### src/rtl/nes_pkg.sv
// Shared definitions for the NES controller responder: button indices, FSM encoding, frame size.
package nes_pkg;

  localparam int unsigned NES_BITS = 8;

  localparam int unsigned BTN_A      = 0;
  localparam int unsigned BTN_B      = 1;
  localparam int unsigned BTN_SELECT = 2;
  localparam int unsigned BTN_START  = 3;
  localparam int unsigned BTN_UP     = 4;
  localparam int unsigned BTN_DOWN   = 5;
  localparam int unsigned BTN_LEFT   = 6;
  localparam int unsigned BTN_RIGHT  = 7;

  typedef enum logic [1:0] {
    IDLE  = 2'd0,
    LOAD  = 2'd1,
    SHIFT = 2'd2
  } nes_state_e;

endpackage

### src/rtl/nes_sync_edge.sv
// Multi-flop synchronizer for one asynchronous input with rise/fall detection against the
// previous synchronized value.
module nes_sync_edge #(
  parameter int unsigned STAGES = 2
) (
  input  logic clk,
  input  logic rst_n,
  input  logic i_async,
  output logic o_level,
  output logic o_rise,
  output logic o_fall
);

  logic [STAGES-1:0] r_sync;
  logic              r_prev;

  always_ff @(posedge clk) begin
    if (!rst_n) begin
      r_sync <= '0;
      r_prev <= 1'b0;
    end else begin
      r_sync <= {r_sync[STAGES-2:0], i_async};
      r_prev <= r_sync[STAGES-1];
    end
  end

  assign o_level = r_sync[STAGES-1];
  assign o_rise  = r_sync[STAGES-1] & ~r_prev;
  assign o_fall  = ~r_sync[STAGES-1] & r_prev;

endmodule

### src/rtl/nes_pad_responder.sv
// NES controller emulation: latches synchronized buttons and shifts them out on the host clock.
// Optional autofire on A/B is built when NES_PAD_TURBO_EN is defined (adds the turbo_en port).
module nes_pad_responder
  import nes_pkg::*;
#(
  parameter int unsigned SYNC_STAGES    = 2,
  parameter int unsigned TIMEOUT_CYCLES = 4096,
  parameter int unsigned TURBO_PERIOD   = 4
) (
  input  logic                clk,
  input  logic                rst_n,
  input  logic [NES_BITS-1:0] buttons,
  input  logic                nes_latch,
  input  logic                nes_clk,
  output logic                nes_data,
  output logic                busy,
  output logic                frame_done
`ifdef NES_PAD_TURBO_EN
  ,
  input  logic [1:0]          turbo_en
`endif
);

  localparam int unsigned BIT_W = $clog2(NES_BITS);
  localparam int unsigned TMO_W = (TIMEOUT_CYCLES > 1) ? $clog2(TIMEOUT_CYCLES) : 1;

  logic w_latch_lvl, w_latch_rise, w_latch_fall;
  logic w_clk_lvl, w_clk_rise, w_clk_fall;

  nes_sync_edge #(
    .STAGES (SYNC_STAGES)
  ) u_sync_latch (
    .clk     (clk),
    .rst_n   (rst_n),
    .i_async (nes_latch),
    .o_level (w_latch_lvl),
    .o_rise  (w_latch_rise),
    .o_fall  (w_latch_fall)
  );

  nes_sync_edge #(
    .STAGES (SYNC_STAGES)
  ) u_sync_clk (
    .clk     (clk),
    .rst_n   (rst_n),
    .i_async (nes_clk),
    .o_level (w_clk_lvl),
    .o_rise  (w_clk_rise),
    .o_fall  (w_clk_fall)
  );

  logic [NES_BITS-1:0] r_btn_sync [SYNC_STAGES];
  logic [NES_BITS-1:0] w_btn;
  logic [NES_BITS-1:0] w_load;

  always_ff @(posedge clk) begin
    if (!rst_n) begin
      for (int i = 0; i < int'(SYNC_STAGES); i++) r_btn_sync[i] <= '0;
    end else begin
      r_btn_sync[0] <= buttons;
      for (int i = 1; i < int'(SYNC_STAGES); i++) r_btn_sync[i] <= r_btn_sync[i-1];
    end
  end

  assign w_btn = r_btn_sync[SYNC_STAGES-1];

`ifdef NES_PAD_TURBO_EN
  localparam int unsigned TRB_W = (TURBO_PERIOD > 1) ? $clog2(TURBO_PERIOD) : 1;

  logic [TRB_W-1:0] r_turbo_cnt;
  logic             r_phase;
  logic             w_phase_eff;

  // Phase flips on the first latch of each group so the first group reads pressed.
  always_ff @(posedge clk) begin
    if (!rst_n) begin
      r_turbo_cnt <= '0;
      r_phase     <= 1'b0;
    end else if (w_latch_rise) begin
      if (r_turbo_cnt == '0) r_phase <= ~r_phase;
      r_turbo_cnt <= (r_turbo_cnt == TRB_W'(TURBO_PERIOD - 1)) ? '0 : r_turbo_cnt + 1'b1;
    end
  end

  assign w_phase_eff = (w_latch_rise && r_turbo_cnt == '0) ? ~r_phase : r_phase;

  always_comb begin
    w_load = w_btn;
    if (!w_phase_eff) begin
      if (turbo_en[0]) w_load[BTN_A] = 1'b0;
      if (turbo_en[1]) w_load[BTN_B] = 1'b0;
    end
  end

  logic w_unused;
  assign w_unused = ^{w_clk_lvl, w_clk_fall};
`else
  assign w_load = w_btn;

  logic w_unused;
  assign w_unused = ^{w_clk_lvl, w_clk_fall, w_latch_rise};
`endif

  nes_state_e          r_state, w_state_nxt;
  logic [NES_BITS-1:0] r_shift, w_shift_nxt;
  logic [BIT_W-1:0]    r_bit, w_bit_nxt;
  logic [TMO_W-1:0]    r_tmo, w_tmo_nxt;
  logic                r_data, w_data_nxt;
  logic                r_done, w_done_nxt;

  always_ff @(posedge clk) begin
    if (!rst_n) begin
      r_state <= IDLE;
      r_shift <= '0;
      r_bit   <= '0;
      r_tmo   <= '0;
      r_data  <= 1'b1;
      r_done  <= 1'b0;
    end else begin
      r_state <= w_state_nxt;
      r_shift <= w_shift_nxt;
      r_bit   <= w_bit_nxt;
      r_tmo   <= w_tmo_nxt;
      r_data  <= w_data_nxt;
      r_done  <= w_done_nxt;
    end
  end

  always_comb begin
    w_state_nxt = r_state;
    w_shift_nxt = r_shift;
    w_bit_nxt   = r_bit;
    w_tmo_nxt   = r_tmo;
    w_done_nxt  = 1'b0;

    // Latch high overrides everything, including a coincident host clock edge.
    if (w_latch_lvl) begin
      w_state_nxt = LOAD;
      w_shift_nxt = w_load;
      w_bit_nxt   = '0;
      w_tmo_nxt   = '0;
    end else begin
      unique case (r_state)
        IDLE: begin
          w_bit_nxt = '0;
          w_tmo_nxt = '0;
        end
        LOAD: begin
          w_state_nxt = w_latch_fall ? SHIFT : IDLE;
          w_bit_nxt   = '0;
          w_tmo_nxt   = '0;
        end
        SHIFT: begin
          if (w_clk_rise) begin
            w_shift_nxt = {1'b0, r_shift[NES_BITS-1:1]};
            w_tmo_nxt   = '0;
            if (r_bit == BIT_W'(NES_BITS - 1)) begin
              w_state_nxt = IDLE;
              w_bit_nxt   = '0;
              w_done_nxt  = 1'b1;
            end else begin
              w_bit_nxt = r_bit + 1'b1;
            end
          end else if (r_tmo == TMO_W'(TIMEOUT_CYCLES - 1)) begin
            w_state_nxt = IDLE;
            w_bit_nxt   = '0;
            w_tmo_nxt   = '0;
          end else begin
            w_tmo_nxt = r_tmo + 1'b1;
          end
        end
        default: begin
          w_state_nxt = IDLE;
          w_bit_nxt   = '0;
          w_tmo_nxt   = '0;
        end
      endcase
    end

    w_data_nxt = (w_state_nxt == IDLE) ? 1'b1 : ~w_shift_nxt[0];
  end

  assign nes_data   = r_data;
  assign busy       = (r_state == SHIFT);
  assign frame_done = r_done;

endmodule

### config.mk
export PLATFORM = sky130hd
export DESIGN_NAME = nes_pad_responder
export DESIGN_NICKNAME = d
export VERILOG_FILES = /design/src/rtl/nes_pkg.sv /design/src/rtl/nes_sync_edge.sv /design/src/rtl/nes_pad_responder.sv
export SDC_FILE = /design/constraint.sdc
export NUM_CORES = 1
export LEC_CHECK = 0
export ABC_AREA = 1
export ABC_CLOCK_PERIOD_IN_PS = 1550
export BUFFER_PORTS_ARGS = -buffer_cell sky130_fd_sc_hd__buf_2
export CAP_MARGIN = 20
export CORE_MARGIN = 2
export CORE_UTILIZATION = 43
export DETAILED_ROUTE_END_ITERATION = 10
export GPL_TIMING_DRIVEN = 0
export HOLD_SLACK_MARGIN = 0.08
export PLACE_DENSITY_LB_ADDON = 0.05
export RECOVER_POWER = 50
export SYNTH_ARGS = -nofsm -noshare
export SYNTH_HDL_FRONTEND = slang
export SYNTH_SLANG_ARGS = --single-unit
### constraint.sdc
create_clock -name clk -period 1.55 [get_ports clk]
set_input_delay 0.31 -clock clk [delete_from_list [all_inputs] [get_ports clk]]
set_output_delay 0.31 -clock clk [all_outputs]
set_load 0.01 [all_outputs]
# [Word level (Yosys, flattened, before mapping)]
# Memories as Yosys holds them, arrays and structs flattened.
# Cells that the tools add are included.
[totals] romBits=0 mem_bits_rw=16 register_bits=33 n_memories=1 inputBits=12 latchBits=0 word_cells=55
[classes] n_shift=0 mux=17 n_reduce_logical=10 n_lt_le_gt_ge=0 div_mod_pow=0 n_eq_ne=4 mul=0 addsub=2 n_bitwise=10
[memory_table] name="r_btn_sync" words=2 width=8 read_ports=2 rd_clocked_by_memory_dff=0 write_ports=2 line="nes_pad_responder.sv:52" text="logic [NES_BITS-1:0] r_btn_sync [SYNC_STAGES];"
[ops] cell="$mux W8" n=5
[ops] cell="$add A12 B1 Y12 const B" n=1
[ops] cell="$eq A12 B12 Y1 const B" n=1
[ops] cell="$mux W2" n=5
[ops] cell="$mux W3" n=3
[ops] cell="$not A1 Y1" n=6
[ops] cell="$pmux W2 S3" n=1
[ops] cell="$reduce_bool A2 Y1" n=3
[ops] cell="$reduce_or A5 Y1" n=1
[ops] cell="$logic_not A2 Y1" n=2
[ops] cell="$reduce_or A4 Y1" n=1
[ops] cell="$add A3 B1 Y3 const B" n=1
[ops] cell="$eq A3 B3 Y1 const B" n=1
[ops] cell="$mux W1" n=3
[ops] cell="$reduce_or A3 Y1" n=1
[ops] cell="$and A1 B1 Y1" n=2
[ops] cell="$eq A2 B1 Y1 const B" n=1
[ops] cell="$eq A2 B2 Y1 const B" n=1
[ops] cell="$or A1 B1 Y1" n=2
[ops] cell="$reduce_and A2 Y1" n=1
[ops] cell="$reduce_or A2 Y1" n=1

# [Logic depth before layout (Yosys ltp)]
[depth] ltp_word=7 depth_mapped=9

# [Hierarchy]
# Synthesis repeated with hierarchy kept, for this count alone.
[hier_totals] cells_unflattened=241 area_unflattened_um2=1890.6
[by_module_without_submodules] mod="nes_pad_responder" seq_area_each_um2=860.8 area_per_inst_um2=1690.4 instances=1 cells_per_inst=215
[by_module_without_submodules] mod="nes_sync_edge" seq_area_each_um2=60.1 area_per_inst_um2=100.1 instances=2 cells_per_inst=13

# [Least setup slack after synthesis]
# OpenSTA, ideal clock, no wires.
[synth_timing] kind="register to register" from="register r_tmo[0]" to="register r_tmo[2]" path_slack_ns=0.306 arrival_time_ns=1.125 period_less_slack_ns=1.244 required_ns=1.430 path_stages_with_launch=9 cell_sequence="dfxtp_1 ha_1 nand2_1 nor2_4 nand3_1 nand2_4 nor2_8 inv_6 nor3_4"
[synth_between] elab_chain_cells=2 word_cells_on_any_way=3 cone_classes="add/sub: 1; eq/ne: 1; reduce/logical: 1"
[synth_lines] item="from (decl)" line="nes_pad_responder.sv:107" text="logic [TMO_W-1:0] r_tmo, w_tmo_nxt;"
[synth_lines] item="from (signal assigned)" line="nes_pad_responder.sv:123" text="r_tmo <= w_tmo_nxt;"
[synth_lines] item="branches (longest 2 deep; another with $add A12 B1 Y12)"
# Several ways; the timed one is not identified.
# A chain may end at the register's enable or synchronous reset.

# [Worst setup path in the final report]
[layout_timing] from="register r_state[0]" to="output port busy"
[layout_between] elab_chain_cells=1
[layout_lines] item="from (decl)" line="nes_pad_responder.sv:104" text="nes_state_e r_state, w_state_nxt;"
[layout_lines] item="from (signal assigned)" line="nes_pad_responder.sv:120" text="r_state <= w_state_nxt;"
[layout_lines] item="$eq A2 B2 Y1" line="nes_pad_responder.sv:184" text="assign busy = (r_state == SHIFT);"
[layout_lines] item="to (decl)" line="nes_pad_responder.sv:16" text="output logic busy,"
# Every way passes these cells.

==> flow_summary.html <==
<table>
<tr><th>Metric</th><th>Value</th></tr>
<tr><th colspan="2">Setup path</th></tr>
<tr><td>Worst path depth</td><td>4</td></tr>
<tr><td>Timing endpoint of the critical path</td><td>busy</td></tr>
<tr><td>R2R Path Start</td><td>r_tmo[0]$_SDFF_PP0_</td></tr>
<tr><td>Required time at the endpoint of the critical path</td><td>1.24 ns</td></tr>
<tr><td>Slowest cell on the critical path</td><td>dfxtp_1</td></tr>
<tr><td>Buf+Inv Stages, Crit Path</td><td>3</td></tr>
<tr><td>Critical Path Start Type</td><td>flip-flop</td></tr>
<tr><td>Register-to-register setup slack</td><td>0.17 ns</td></tr>
<tr><td>Worst reg2reg path depth</td><td>8</td></tr>
<tr><td>Worst reg2reg endpoint</td><td>r_tmo[2]$_SDFF_PP0_</td></tr>
<tr><td>Worst-path maximum fanout</td><td>3</td></tr>
<tr><td>Critical path, cell by cell</td><td>inv_1, nand2_2, inv_1, buf_2</td></tr>
<tr><td>Max stage delay on crit path</td><td>0.31 ns</td></tr>
<tr><td>Endpoint type of the worst setup path</td><td>output pin</td></tr>
<tr><td>CP Data Arrival Time</td><td>1.08 ns</td></tr>
<tr><td>Delay-heaviest family, CP</td><td>buffers and inverters</td></tr>
<tr><td>Crit. Startpoint</td><td>r_state[0]$_SDFF_PN0_</td></tr>
<tr><td>Critical setup path kind</td><td>reg -&gt; out</td></tr>
<tr><td>Cell seen most often among critical-path stages</td><td>inv_1</td></tr>
<tr><th colspan="2">STA</th></tr>
<tr><td>Unrepaired setup endpoints after global routing</td><td>false</td></tr>
<tr><td>Setup Total Neg Slack</td><td>0 ns</td></tr>
<tr><td>Actual transition at the worst max-transition pin</td><td>0.608 ns</td></tr>
<tr><td>Fin. Hold Viols</td><td>0</td></tr>
<tr><td>Fraction of the cycle the final worst path needs</td><td>0.895</td></tr>
<tr><td>Count of final max-slew check failures</td><td>0</td></tr>
<tr><td>Final setup violation count</td><td>0</td></tr>
<tr><td>Tmin final</td><td>1.39 ns</td></tr>
<tr><td>Worst slack on hold paths</td><td>0.187 ns</td></tr>
<tr><td>Fmax</td><td>721 MHz</td></tr>
<tr><td>Clock skew</td><td>0.0101 ns</td></tr>
<tr><td>Worst slew margin relative to its limit</td><td>0.595</td></tr>
<tr><th colspan="2">Routing</th></tr>
<tr><td>DR DRC count</td><td>0</td></tr>
<tr><td>Router iterations before antenna repair</td><td>4</td></tr>
<tr><td>DRC marker count from the first detailed-route iteration</td><td>52</td></tr>
<tr><td>Vias per Instance</td><td>around 4.4</td></tr>
<tr><td>Antenna-violating nets left</td><td>0</td></tr>
<tr><td>Met2 wire len</td><td>1.20 mm</td></tr>
<tr><td>Wire length on met3</td><td>143 um</td></tr>
<tr><td>Routed wire length</td><td>around 3.0 mm</td></tr>
<tr><td>Count of vias placed by the detailed router</td><td>1363</td></tr>
<tr><td>Wire per inst</td><td>9.83 um</td></tr>
<tr><td>Top Layer Used</td><td>met4</td></tr>
<tr><td>Wl on met1</td><td>1.63 mm</td></tr>
<tr><th colspan="2">Yosys</th></tr>
<tr><td>Total nets after synthesis</td><td>~250</td></tr>
<tr><td>Netlist area before placement</td><td>1940 um^2</td></tr>
<tr><td>Cell count after synthesis</td><td>234</td></tr>
<tr><td>Flop and latch count out of synthesis</td><td>49</td></tr>
<tr><td>Sequential-to-total area share from yosys stat</td><td>0.506</td></tr>
<tr><td>Synth unique cells</td><td>33</td></tr>
<tr><td>Yosys warnings</td><td>0</td></tr>
<tr><td>Mean area per synthesized cell</td><td>8.28 um^2</td></tr>
<tr><th colspan="2">Clock network</th></tr>
<tr><td>Worst-path clk slew</td><td>about 0.1 ns</td></tr>
<tr><td>CTS tree</td><td>done</td></tr>
<tr><td>Clock Root Buffer</td><td>clkbuf_8</td></tr>
<tr><td>Insertion delay to the later sink of the worst-skew pair</td><td>0.30 ns</td></tr>
<tr><td>Number of buffers added by the clock tree synthesis step</td><td>5</td></tr>
<tr><td>Buffer levels on the longest clock path</td><td>2</td></tr>
<tr><td>Setup repair bufs after CTS</td><td>0</td></tr>
<tr><td>H-tree level count</td><td>2</td></tr>
<tr><td>Number of sinks driven by the clock tree</td><td>49</td></tr>
<tr><th colspan="2">Run status</th></tr>
<tr><td>Run status</td><td>completed</td></tr>
<tr><th colspan="2">Floorplan</th></tr>
<tr><td>Starting density of the core</td><td>0.445</td></tr>
<tr><td>Count of pins on the block boundary</td><td>15</td></tr>
<tr><td>Die width</td><td>71.1 um</td></tr>
<tr><td>Core Area</td><td>4350 um^2</td></tr>
<tr><td>Number of cell rows</td><td>24</td></tr>
<tr><td>Floorplan die height</td><td>71.1 um</td></tr>
<tr><td>DIE AREA</td><td>5060 um^2</td></tr>
<tr><th colspan="2">Layout</th></tr>
<tr><td>Number of filler instances in the final layout</td><td>437</td></tr>
<tr><td>Net total in the final layout</td><td>269</td></tr>
<tr><td>Multi-input combinational cell area</td><td>roughly 740 um^2</td></tr>
<tr><td>Ant. Diodes</td><td>0</td></tr>
<tr><td>Area grow syn2layout</td><td>11.3%</td></tr>
<tr><td>Sequential cell area in the final layout</td><td>about 980 um^2</td></tr>
<tr><td>Share of final-layout standard cells stronger than drive strength 1</td><td>0.184</td></tr>
<tr><th colspan="2">Global route</th></tr>
<tr><td>Global router's overall resource usage</td><td>0.136</td></tr>
<tr><td>Global-route wire length before repair</td><td>between 5 and 6 mm</td></tr>
<tr><td>Overflow left after global routing</td><td>0</td></tr>
<tr><td>Largest net degree at the start of global routing</td><td>18</td></tr>
<tr><td>Number of global-route vias before repair</td><td>1216</td></tr>
<tr><td>Antenna violations before repair</td><td>0</td></tr>
<tr><th colspan="2">Place</th></tr>
<tr><td>GP Congestion</td><td>0.720</td></tr>
<tr><td>Estimated wirelength of the detail-placed design</td><td>2.16 mm</td></tr>
<tr><td>Input/output buffers</td><td>13</td></tr>
<tr><th colspan="2">Run</th></tr>
<tr><td>Count of max-cap constraint violations</td><td>0</td></tr>
<tr><th colspan="2">Pwr</th></tr>
<tr><td>Power per cell area</td><td>999 nW/um^2</td></tr>
<tr><td>Max IR drop VDD</td><td>between 600 and 700 uV</td></tr>
<tr><td>Leakage power figure</td><td>a little over 1 nW</td></tr>
<tr><td>Total design power</td><td>2.15 mW</td></tr>
<tr><th colspan="2">Hold path</th></tr>
<tr><td>Kind of path behind the tightest hold check</td><td>in -&gt; reg</td></tr>
</table>
==> registers in the layout, summed over array words and instances, names as in the netlist <==
register	cells
nes_data	1
u_sync_latch.r_prev	1
frame_done	1
r_state	2
u_sync_clk.r_prev	1
r_tmo	12
u_sync_latch.r_sync	2
r_btn_sync	16
r_bit	3
u_sync_clk.r_sync	2
r_shift	8
==> cells in the mapped netlist (all sizes together) <==
cell type	count	share of area
a21oi	9	0.033
a22oi	2	0.0077
a31oi	2	0.0065
buf	2	0.0097
clkbuf	2	0.0039
dfxtp	49	0.51
ha	3	0.019
inv	46	0.097
nand2	66	0.14
nand3	11	0.028
nand4	2	0.0065
nor2	25	0.079
nor3	3	0.019
o211ai	1	0.0039
o21ai	7	0.022
or2	2	0.0065
xnor2	1	0.0045
xor2	1	0.0045
==> placed cells by master, fill, tap and decap left out, drive strengths merged, types with 2 or more instances in the layout <==
cell type   n
ha          3
dfxtp      49
nor3        3
o21ai       7
nand2      66
nor2       25
nand4       2
nand3      11
clkbuf     10
inv        48
a31oi       2
a21oi       9
a22oi       2
or2         2
buf        12
==> tightest hold or removal path, cell delays in order <==
cell and delay (ns):
buf_2 0.07, nand2_1 0.04, inv_1 0.04
==> layer usage <==
layer / GRT usage / vias up
li1: - / 750
met1: 0.196 / 577
met2: 0.194 / 31
met3: 0.0427 / 5
met4: 0.0440 / 0
met5: 0 / -
==> report_power, final <==
group	total [mW]	internal (mW)	switching [mW]
sequential	1.29	1.29	0.00757
combinational	0.0818	0.0303	0.0516
clock	0.776	0.329	0.447
==> cell type report <==
class | count | area share
repair buffers | 13 | 0.0290
plain buffers | 4 | 0.0104
clock inverters | 3 | 0.0116
multi-input cells | 135 | 0.344
flip-flops and latches | 49 | 0.456
well taps | 52 | 0.0302
clock buffers | 5 | 0.0319
inverters | 46 | 0.0871
==> metrics by stage <==
step                      utilization  std cells  area (um^2)  setup slack [ns]
after floorplan                     -        234         1940             0.306
after global placement          0.475        299         2070             0.148
after detailed placement        0.475        299         2070             0.133
after CTS                       0.496        307         2160             0.115
after global routing            0.495        307         2160            0.0470
final                           0.495        307         2160             0.163
==> kinds of logic after synthesis <==
kind of cell / after synthesis / synth area share
xor+xnor: 2 / 0.00905
fa+ha+maj: 3 / 0.0194
buf+inv: 50 / 0.110
simple gates: 109 / 0.282
compound gates: 21 / 0.0730
flops: 49 / 0.506
==> how the worst min path moves through the flow <==
stage | from | end | slack [ns] | cells past startpoint
finish | buttons[5] | r_btn_sync[0][5]$_SDFF_PN0_ | 0.19 | 3
global route | buttons[7] | r_btn_sync[0][7]$_SDFF_PN0_ | 0.18 | 3
CTS | buttons[5] | r_btn_sync[0][5]$_SDFF_PN0_ | 0.18 | 3
detailed placement | r_btn_sync[0][5]$_SDFF_PN0_ | r_btn_sync[0][13]$_SDFF_PN0_ | 0.40 | 2
global placement | r_btn_sync[0][3]$_SDFF_PN0_ | r_btn_sync[0][11]$_SDFF_PN0_ | 0.39 | 2
floorplan | r_btn_sync[0][2]$_SDFF_PN0_ | r_btn_sync[0][10]$_SDFF_PN0_ | 0.39 | 2
==> timing repair <==
| action | CTS | global route |
|---|---|---|
| gates resized for setup | 0 | 1 |
| endpoints found under the setup margin | 0 | 1 |
| hold buffers | 0 | 0 |
Power figures use the tool's default switching activity.
